--- src/rtl/emg_stream_pkg.sv ---
`default_nettype none
// ============================================================================
// Package     : emg_stream_pkg
// Description : Shared types and constants for the ADC FIFO drain stream:
//               drain FSM state encoding, default header tag and the
//               stream word width.
// Revision    : 1.0 - initial release
// ============================================================================
package emg_stream_pkg;

   localparam int          WORD_W          = 16;
   localparam logic [7:0]  HDR_TAG_DEFAULT = 8'hA5;

   typedef enum logic [1:0] {
      ST_IDLE = 2'd0,
      ST_HDR  = 2'd1,
      ST_BODY = 2'd2,
      ST_CHK  = 2'd3
   } state_t;

endpackage
`default_nettype wire

--- src/rtl/emg_skid_buf.sv ---
`default_nettype none
// ============================================================================
// Module      : emg_skid_buf
// Description : Two-entry valid/ready buffer. Entry 0 is the head presented
//               on the output; entry 1 holds a second word while the head
//               is stalled. The writer must never push into a full buffer,
//               so there is no input-side ready.
// Ports       : clk, rst          - clock, synchronous active-high reset
//               i_in_valid/data   - push one word this cycle
//               i_out_ready       - consumer accepts head when valid
//               o_out_valid/data  - head word
//               o_occupancy       - number of stored words (0..2)
// Revision    : 1.0 - initial release
// ============================================================================
module emg_skid_buf
   import emg_stream_pkg::*;
(
   input  logic              clk,
   input  logic              rst,
   input  logic              i_in_valid,
   input  logic [WORD_W-1:0] i_in_data,
   input  logic              i_out_ready,
   output logic              o_out_valid,
   output logic [WORD_W-1:0] o_out_data,
   output logic [1:0]        o_occupancy
);

   logic [WORD_W-1:0] e0_q, e0_d;
   logic [WORD_W-1:0] e1_q, e1_d;
   logic [1:0]        occ_q, occ_d;
   logic              pop;
   logic [1:0]        occ_after_pop;

   always_comb begin
      e0_d          = e0_q;
      e1_d          = e1_q;
      pop           = (occ_q != 2'd0) && i_out_ready;
      occ_after_pop = occ_q - {1'b0, pop};

      // Popping shifts entry 1 forward; only meaningful when it was occupied.
      if (pop) begin
         e0_d = e1_q;
      end
      // New word lands in the first free slot after the pop.
      if (i_in_valid) begin
         if (occ_after_pop == 2'd0) begin
            e0_d = i_in_data;
         end else begin
            e1_d = i_in_data;
         end
      end
      occ_d = occ_after_pop + {1'b0, i_in_valid};
   end

   always_ff @(posedge clk) begin
      if (rst) begin
         e0_q  <= '0;
         e1_q  <= '0;
         occ_q <= 2'd0;
      end else begin
         e0_q  <= e0_d;
         e1_q  <= e1_d;
         occ_q <= occ_d;
      end
   end

   assign o_out_valid = (occ_q != 2'd0);
   assign o_out_data  = e0_q;
   assign o_occupancy = occ_q;

endmodule
`default_nettype wire

--- src/rtl/adc_fifo_drain.sv ---
`default_nettype none
// ============================================================================
// Module      : adc_fifo_drain
// Description : Read-side master for the ADC sample FIFO. Waits for a full
//               frame, pops it through the FIFO's registered read port and
//               emits header / FRAME_LEN samples / checksum under
//               valid/ready. Latches FIFO overflow/underflow as sticky flags.
// Ports       : CLK, RESET                 - clock, sync active-high reset
//               ENABLE                     - allow new frames to start
//               FIFO_EMPTY/RDCNT/Q         - FIFO status and read data
//               FIFO_OVERFLOW/UNDERFLOW    - FIFO error pulses
//               FIFO_RE                    - FIFO read strobe
//               M_DATA/VALID/READY/SOF/EOF - framed output stream
//               ERR_OVF/ERR_UNF, CLR_ERR   - sticky errors and their clear
//               FRAME_CNT                  - completed frame counter
// Revision    : 1.0 - initial release
// ============================================================================
module adc_fifo_drain
   import emg_stream_pkg::*;
#(
   parameter int         FRAME_LEN = 32,
   parameter logic [7:0] HDR_TAG   = HDR_TAG_DEFAULT
)(
   input  logic              CLK,
   input  logic              RESET,
   input  logic              ENABLE,
   input  logic              FIFO_EMPTY,
   input  logic [6:0]        FIFO_RDCNT,
   input  logic [WORD_W-1:0] FIFO_Q,
   input  logic              FIFO_OVERFLOW,
   input  logic              FIFO_UNDERFLOW,
   output logic              FIFO_RE,
   output logic [WORD_W-1:0] M_DATA,
   output logic              M_VALID,
   input  logic              M_READY,
   output logic              M_SOF,
   output logic              M_EOF,
   output logic              ERR_OVF,
   output logic              ERR_UNF,
   input  logic              CLR_ERR,
   output logic [15:0]       FRAME_CNT
);

   localparam logic [6:0] FRAME_LEN_C = 7'(FRAME_LEN);

   state_t            state_q, state_d;
   logic [15:0]       csum_q, csum_d;
   logic [7:0]        seq_q, seq_d;
   logic [15:0]       frame_cnt_q, frame_cnt_d;
   logic [6:0]        issued_q, issued_d;
   logic [6:0]        sent_q, sent_d;
   logic              inflight_q, inflight_d;
   logic              err_ovf_q, err_ovf_d;
   logic              err_unf_q, err_unf_d;

   logic              buf_valid;
   logic [WORD_W-1:0] buf_data;
   logic [1:0]        buf_occ;
   logic              buf_pop;
   logic [1:0]        eff_occ;
   logic [1:0]        pending;

   // A read issued in cycle t returns on FIFO_Q in t+1 and is captured at
   // the end of t+1, so the in-flight flag is simply the previous FIFO_RE.
   emg_skid_buf u_skid (
      .clk         (CLK),
      .rst         (RESET),
      .i_in_valid  (inflight_q),
      .i_in_data   (FIFO_Q),
      .i_out_ready (buf_pop),
      .o_out_valid (buf_valid),
      .o_out_data  (buf_data),
      .o_occupancy (buf_occ)
   );

   always_comb begin
      state_d     = state_q;
      csum_d      = csum_q;
      seq_d       = seq_q;
      frame_cnt_d = frame_cnt_q;
      sent_d      = sent_q;
      M_DATA      = '0;
      M_VALID     = 1'b0;
      M_SOF       = 1'b0;
      M_EOF       = 1'b0;

      buf_pop = (state_q == ST_BODY) && buf_valid && M_READY;

      // Occupancy is counted after this cycle's pop so that a word leaving
      // the buffer frees its slot immediately; this is what allows one read
      // per cycle while the consumer keeps up, yet never overfills 2 slots.
      eff_occ = buf_occ - {1'b0, buf_pop};
      pending = eff_occ + {1'b0, inflight_q};

      // Gated by RESET so a reset cycle never consumes FIFO contents.
      FIFO_RE = !RESET && (state_q == ST_BODY) && (issued_q < FRAME_LEN_C) &&
                !FIFO_EMPTY && (pending < 2'd2);

      inflight_d = FIFO_RE;
      issued_d   = issued_q + {6'd0, FIFO_RE};

      case (state_q)
         ST_IDLE: begin
            if (ENABLE && (FIFO_RDCNT >= FRAME_LEN_C)) begin
               state_d  = ST_HDR;
               csum_d   = '0;
               issued_d = '0;
               sent_d   = '0;
            end
         end
         ST_HDR: begin
            M_DATA  = {HDR_TAG, seq_q};
            M_VALID = 1'b1;
            M_SOF   = 1'b1;
            if (M_READY) begin
               state_d = ST_BODY;
            end
         end
         ST_BODY: begin
            M_DATA  = buf_data;
            M_VALID = buf_valid;
            if (buf_pop) begin
               csum_d = csum_q + buf_data;
               sent_d = sent_q + 7'd1;
               if (sent_q == FRAME_LEN_C - 7'd1) begin
                  state_d = ST_CHK;
               end
            end
         end
         ST_CHK: begin
            M_DATA  = csum_q;
            M_VALID = 1'b1;
            M_EOF   = 1'b1;
            if (M_READY) begin
               seq_d       = seq_q + 8'd1;
               frame_cnt_d = frame_cnt_q + 16'd1;
               state_d     = ST_IDLE;
            end
         end
         default: state_d = ST_IDLE;
      endcase

      // A new error event wins over a simultaneous clear.
      err_ovf_d = FIFO_OVERFLOW  | (err_ovf_q & ~CLR_ERR);
      err_unf_d = FIFO_UNDERFLOW | (err_unf_q & ~CLR_ERR);
   end

   always_ff @(posedge CLK) begin
      if (RESET) begin
         state_q     <= ST_IDLE;
         csum_q      <= '0;
         seq_q       <= '0;
         frame_cnt_q <= '0;
         issued_q    <= '0;
         sent_q      <= '0;
         inflight_q  <= 1'b0;
         err_ovf_q   <= 1'b0;
         err_unf_q   <= 1'b0;
      end else begin
         state_q     <= state_d;
         csum_q      <= csum_d;
         seq_q       <= seq_d;
         frame_cnt_q <= frame_cnt_d;
         issued_q    <= issued_d;
         sent_q      <= sent_d;
         inflight_q  <= inflight_d;
         err_ovf_q   <= err_ovf_d;
         err_unf_q   <= err_unf_d;
      end
   end

   assign ERR_OVF   = err_ovf_q;
   assign ERR_UNF   = err_unf_q;
   assign FRAME_CNT = frame_cnt_q;

endmodule
`default_nettype wire

--- config.mk ---
export PLATFORM = sky130hd
export DESIGN_NAME = adc_fifo_drain
export DESIGN_NICKNAME = d
export VERILOG_FILES = /design/src/rtl/emg_stream_pkg.sv /design/src/rtl/emg_skid_buf.sv /design/src/rtl/adc_fifo_drain.sv
export SDC_FILE = /design/constraint.sdc
export NUM_CORES = 1
export LEC_CHECK = 0
export CORE_MARGIN = 2
export CORE_UTILIZATION = 49
export CTS_CLUSTER_SIZE = 20
export DETAILED_ROUTE_END_ITERATION = 7
export GPL_TIMING_DRIVEN = 0
export HOLD_SLACK_MARGIN = 0.1
export PLACE_DENSITY = 0.76
export SETUP_SLACK_MARGIN = 0.3
export SYNTH_ARGS = -nofsm -noshare
export SYNTH_HDL_FRONTEND = slang
export SYNTH_SLANG_ARGS = --single-unit
--- constraint.sdc ---
create_clock -name CLK -period 2.6 [get_ports CLK]
set_input_delay 0.39 -clock CLK [delete_from_list [all_inputs] [get_ports CLK]]
set_output_delay 0.39 -clock CLK [all_outputs]
set_load 0.005 [all_outputs]
Word level (Yosys, flattened, before mapping)
Cells that the tools add are included.
Widths: inputs -> output; s select.
{"block": "word_totals", "regBits": 93, "latchBits": 0, "ram_bits": 0, "rom_bits": 0, "input_bits": 31, "wordCells": 79, "memories": 0}
{"block": "op_classes", "n_addsub": 9, "multipliers": 0, "div_mod_pow": 0, "magnitude_cmp": 3, "n_eq_ne": 9, "shifts": 0, "mux": 21, "n_bitwise": 6, "reduce_logical": 19}
{"cell": "$mux 16", "count": 5}
{"cell": "$pmux 16 s3", "count": 1}
{"cell": "$pmux 16 s2", "count": 1}
{"cell": "$mux 7", "count": 4}
{"cell": "$add 16x1->16 const B", "count": 1}
{"cell": "$add 16x16->16", "count": 1}
{"cell": "$pmux 7 s2", "count": 1}
{"cell": "$mux 2", "count": 5}
{"cell": "$add 8x1->8 const B", "count": 1}
{"cell": "$logic_and 1x1->1", "count": 8}
{"cell": "$pmux 2 s4", "count": 1}
{"cell": "$add 7x1->7", "count": 1}
{"cell": "$add 7x1->7 const B", "count": 1}
{"cell": "$eq 7x5->1 const B", "count": 1}
{"cell": "$ge 7x6->1 const B", "count": 1}
{"cell": "$lt 7x6->1 const B", "count": 1}
{"cell": "$ne 2x2->1 const B", "count": 3}
{"cell": "$reduce_and 5->1", "count": 1}
{"cell": "$add 2x1->2", "count": 2}
{"cell": "$eq 2x2->1 const B", "count": 2}
{"cell": "$logic_not 2->1", "count": 2}
{"cell": "$ne 2x1->1 const B", "count": 2}
{"cell": "$reduce_and 2->1", "count": 2}
{"cell": "$reduce_bool 2->1", "count": 2}
{"cell": "11 further kinds", "count": 17}

Logic depth before layout (Yosys ltp)
{"block": "logic_depth", "ltp_word": 10, "depth_mapped": 15, "ltp_nobuf": 15}

Hierarchy
A second synthesis with hierarchy kept.
{"block": "unflattened", "hier_cells": 570, "area_unflattened_um2": 4978.5}
{"mod": "adc_fifo_drain", "n_inst": 1, "cells_each": 394, "area_each_um2": 3342.0}
{"mod": "emg_skid_buf", "n_inst": 1, "cells_each": 176, "area_each_um2": 1636.6}

Worst setup path before layout
Ideal clock, no wire load.
{"block": "synth_path", "kind": "reg2reg", "from": "register state_q[0]", "to": "register issued_q[6]", "setup_ps": 121, "t_arrival_ps": 2446, "required_time_ps": 2479, "slack_ps": 33, "stages_incl_launch_ff": 16, "n_path_buf": 0, "period_less_slack_ps": 2567, "path_cell_list": "dfxtp_1 > inv_1 > ha_1 > o211ai_2 > clkinv_1 > nand2_1 > nand2_1 > o22ai_1 > a21oi_1 > nor3_1 > ha_1 > ha_1 > and3_1 > nand3_1 > xor2_1 > nor2_1"}
{"block": "synth_between", "elab_chain_cells": 10, "word_cells_on_any_way": 14, "cone_classes": "add/sub: 3; order compare: 1; eq/ne: 1; mux: 2; reduce/logical: 7"}
{"item": "start, declared", "line": "adc_fifo_drain.sv:46", "source": "state_t state_q, state_d;"}
{"item": "start signal, assigned", "line": "adc_fifo_drain.sv:160", "source": "state_q <= state_d;"}
{"item": "$eq 2x2->1 *", "line": "adc_fifo_drain.sv:87, adc_fifo_drain.sv:96"}
{"item": "$logic_and 1x1->1 (2 in series)", "line": "adc_fifo_drain.sv:87", "source": "buf_pop = (state_q == ST_BODY) && buf_valid && M_READY;"}
{"item": "$sub 2x1->2", "line": "adc_fifo_drain.sv:92", "source": "eff_occ = buf_occ - {1'b0, buf_pop};"}
{"item": "$add 2x1->2", "line": "adc_fifo_drain.sv:93", "source": "pending = eff_occ + {1'b0, inflight_q};"}
{"item": "$lt 2x2->1", "line": "adc_fifo_drain.sv:97", "source": "!FIFO_EMPTY && (pending < 2'd2);"}
{"item": "$logic_and 1x1->1 *", "line": "adc_fifo_drain.sv:97"}
{"item": "net FIFO_RE", "line": "adc_fifo_drain.sv:32", "source": "output logic FIFO_RE,"}
{"item": "$add 7x1->7 *", "line": "adc_fifo_drain.sv:100", "source": "issued_d = issued_q + {6'd0, FIFO_RE};"}
{"item": "$mux 7", "line": "adc_fifo_drain.sv:104", "source": "if (ENABLE && (FIFO_RDCNT >= FRAME_LEN_C)) begin"}
{"item": "$mux 7 *", "line": "adc_fifo_drain.sv:102", "source": "case (state_q)"}
{"item": "end signal, assigned", "line": "adc_fifo_drain.sv:164", "source": "issued_q <= issued_d;"}
{"item": "end, declared", "line": "adc_fifo_drain.sv:50", "source": "logic [6:0] issued_q, issued_d;"}
Mark *: on every way through the listed nets, which the timed path passes. The rest lies on a longest branch.
A chain may end at the register's enable or synchronous reset.

Final worst setup path
{"block": "layout_path", "from": "register state_q[0]", "to": "register issued_q[6]"}
{"block": "layout_between", "elab_chain_cells": 10, "word_cells_on_any_way": 14, "cone_classes": "add/sub: 3; order compare: 1; eq/ne: 1; mux: 2; reduce/logical: 7"}
{"item": "$eq 2x2->1", "line": "adc_fifo_drain.sv:87, adc_fifo_drain.sv:96"}
{"item": "$logic_and 1x1->1 (2 in series)", "line": "adc_fifo_drain.sv:87"}
{"item": "$sub 2x1->2", "line": "adc_fifo_drain.sv:92"}
{"item": "$add 2x1->2", "line": "adc_fifo_drain.sv:93"}
{"item": "$lt 2x2->1", "line": "adc_fifo_drain.sv:97"}
{"item": "$logic_and 1x1->1", "line": "adc_fifo_drain.sv:97"}
{"item": "$add 7x1->7", "line": "adc_fifo_drain.sv:100"}
{"item": "$mux 7", "line": "adc_fifo_drain.sv:104"}
{"item": "$mux 7 *", "line": "adc_fifo_drain.sv:102"}
Every way passes the cells marked *; elsewhere a longest branch is shown, timed or not.

==> results.cfg <==
[cts]
clock_latency_ns = 0.37
ctsLongestPathBuffers = 2
numCtsBuffers = 9
cts_tree = yes
cts_max_level = 3
postCtsHoldBufs = 0
cts.clk_slew.worst_paths_ns = 0.08
clock_sinks = 93
cts_root_buf = clkbuf_8

[die]
core_mm2 = 0.00928
num_rows = 35
dieArea_mm2 = 0.0104
dieHeight_um = 102
ioPinCount = 69
start_util_pct = 50.8
fp.dieW_um = 102

[power_and_ir_drop]
internal_power_mw = 2.55
netSwitchingFraction_pct = 32.9
p_seq_share_pct = 41.3
combPwrFrac_pct = 30.3
p_leak_nw = 2.55
ir_drop_mv = 0.389
power.density_mw_per_mm2 = 594
clkPwrFrac_pct = 28.5
power.switching_mw = 1.25

[status]
status = completed

[route]
dr_total_vias = 4739
detail-route-antenna-nets = 0
dr_wl_met2_mm = 6.90
wire_per_inst_um = 17.0
avgViaCountPerCell = 5.81
met1_length_mm = 5.59
top_layer_used = met4
met3_length_um = 881
firstDrtPassIters = 7
dr.first_iter.drc_count = 399
drt-total-wl_mm = 13.9
drc = 0

[sta]
tightest_slew_ns = 0.640
period_share_pct = 92.1
period_needed_ns = 2.39
rsz0062_at_grt = true
setup-violations-final = 0
fin_skew_ns = 0.0146
worst_slew_margin_rel_pct = 57.3
hold_viol = 0
fmax_mhz = 418
final_max_slew_viol_count = 0

[synthesis]
synth_nets = 633
async_flop_share_pct = 0
syn_avg_cell_area_um2 = 8.21
synth_edf_count = 0
synth_cells = 574
yosysSeqAreaShare_pct = 39.5
synth.distinct_cells = 52
synth_top_flop_cell = dfxtp_1
yosysWarnings = 0
synth-seq-cells = 93
syn-cell-area_mm2 = 0.00471

[setup_path]
r2r_setup_slack_ns = 0.21
required_ns = 2.85
crit_type = reg -> reg
cp-end-kind = register
arrival_ns = 2.65
startpoint_type = register
worstPathMaxFanout = 5

[global_route]
grt.overflow.total = 0
grt_pass1_vias = 4570
grt_usage_pct = 26.3
grt_max_degree = 16
grt_pass1_wl_mm = 21.5
antenna_found_initial = 0

[finish]
drive_gt1_share_pct = 19.4
final_util_pct = 68.9
area_growth_pct = 35.7
fillCellCount = 727
layout.nets = 742
stdcell_count = 816
n_antenna_cell = 0

[flow_run]
drv_cap = 0

[placed_design]
placed_cells = 766
dp_hpwl_mm = 8.80
port_buffers = 63
gp_congestion = 0.877

[min_path]
hold_class = reg -> reg
-- final timing paths --
kind / from / endpoint / cells past startpoint
max: state_q[0] / issued_q[6] / 15
min: u_skid.e1_q[8] / u_skid.e1_q[8] / 2
max reg2reg: state_q[0] / issued_q[6] / 15
min reg2reg: u_skid.e1_q[8] / u_skid.e1_q[8] / 2
-- cells by family after synthesis --
kind of cell	count (synthesis)	synth area share (%)
buffers and inverters	38	3.29
XOR/XNOR	43	7.99
AO/OA/AOI/OAI	133	19.1
AND/OR/NAND/NOR	235	21.7
flip-flops	93	39.5
multiplexers	4	0.850
adder cells (fa/ha/maj)	28	7.59
-- power by group through the flow --
stage,clock network (mW),registers [mW],logic (mW)
after detailed placement,0,1.59,0.893
after global placement,0,1.58,0.883
after CTS,1.09,1.56,1.03
after floorplan,0,1.56,0.527
after global routing,1.15,1.57,1.24
final,1.08,1.57,1.15
-- Yosys cell counts, types with 2 or more instances --
cell type | number | share of area (%)
nor2b_1 | 5 | 0.66
nand2b_1 | 2 | 0.27
clkbuf_1 | 22 | 1.8
inv_1 | 10 | 0.80
a211oi_1 | 4 | 0.64
o21bai_1 | 2 | 0.32
xnor2_1 | 13 | 2.4
nand3_1 | 13 | 1.4
nand4_1 | 11 | 1.5
o21ai_1 | 2 | 0.21
and3_1 | 7 | 0.93
a311oi_1 | 17 | 3.2
dfxtp_1 | 93 | 40
or3_1 | 4 | 0.53
a22oi_1 | 16 | 2.5
o22ai_1 | 3 | 0.40
ha_1 | 27 | 7.2
a21o_1 | 3 | 0.48
buf_2 | 3 | 0.32
a21o_2 | 2 | 0.37
mux2i_1 | 4 | 0.85
a222oi_1 | 8 | 1.7
nand2_1 | 95 | 7.6
a21oi_1 | 42 | 4.5
and2_1 | 3 | 0.40
o211ai_1 | 2 | 0.32
xor2_1 | 30 | 5.6
nor3_1 | 4 | 0.42
a31o_2 | 2 | 0.37
o21ai_0 | 20 | 2.1
nor2_1 | 83 | 6.6
or2_2 | 2 | 0.27
-- stage by stage --
step | instance area [um2] | setup TNS (ns) | power [mW] | hold slack [ns] | setup slack, ns
2_1_floorplan | 4740 | 0 | 2.08 | 0.437 | 0.273
3_3_place_gp | 5530 | -14.39 | 2.47 | 0.442 | -0.529
3_5_place_dp | 5530 | -17.38 | 2.48 | 0.447 | -0.604
4_1_cts | 6190 | 0 | 3.68 | 0.460 | 0.182
5_1_grt | 6390 | 0 | 3.96 | 0.488 | 0.0734
6_report | 6390 | 0 | 3.80 | 0.460 | 0.206
-- flip-flops by register name, indices dropped and copies added (netlist names) --
register,count
ERR_UNF,1
csum_q,16
sent_q,7
state_q,2
inflight_q,1
u_skid.e1_q,16
u_skid.o_occupancy,2
FRAME_CNT,16
issued_q,7
seq_q,8
u_skid.o_out_data,16
ERR_OVF,1
-- layout by cell type (no fill, tap or decap), types with 5 or more instances in the layout --
cell type	count
xnor2_1	11
clkdlybuf4s50_1	43
a22oi_1	15
nand4_1	11
a21oi_1	38
buf_4	21
dfxtp_1	83
buf_6	19
ha_1	18
ha_4	6
inv_1	9
xor2_1	30
dlygate4sd2_1	7
nand2_1	92
dlymetal6s2s_1	6
clkbuf_2	5
and3_1	6
nand3_1	10
o21ai_0	17
clkbuf_1	10
nor2_1	83
a222oi_1	8
a311oi_1	14
clkbuf_8	16
dfxtp_2	8
-- cell type report --
type	instances	area, um2	area share, %
well taps	129	161	2.52
inverters	11	46.3	0.724
clock inverters	5	83.8	1.31
clock buffers	10	138	2.15
plain buffers	27	239	3.74
multi-input cells	443	2930	45.7
repair buffers	98	922	14.4
flip-flops and latches	93	1880	29.4
-- metal layers --
metal,GRT usage (%),vias to the layer above
met5,0,-
met4,9.33,0
met3,4.92,59
met2,46.1,194
met1,32.3,2250
li1,-,2236
-- worst max-delay path, cell delays in order, from the launching register on --
cell      delay, ns
dfxtp_4        0.38
inv_4          0.05
ha_4           0.18
o211ai_4       0.12
clkbuf_8       0.20
nand3_2        0.07
o21ai_2        0.08
a21oi_2        0.10
nor3_4         0.20
buf_6          0.12
ha_4           0.13
ha_4           0.12
and3_4         0.20
nand3_2        0.06
xor2_1         0.20
nor2_1         0.07
-- repair_timing --
item                                    in CTS  in global routing
pin swaps                                   24                 27
endpoints found under the setup margin      65                 59
setup buffers                               25                 10
gates resized for setup                     93                 54
gates cloned                                 0                  0
(Power assumes the default switching activity.)
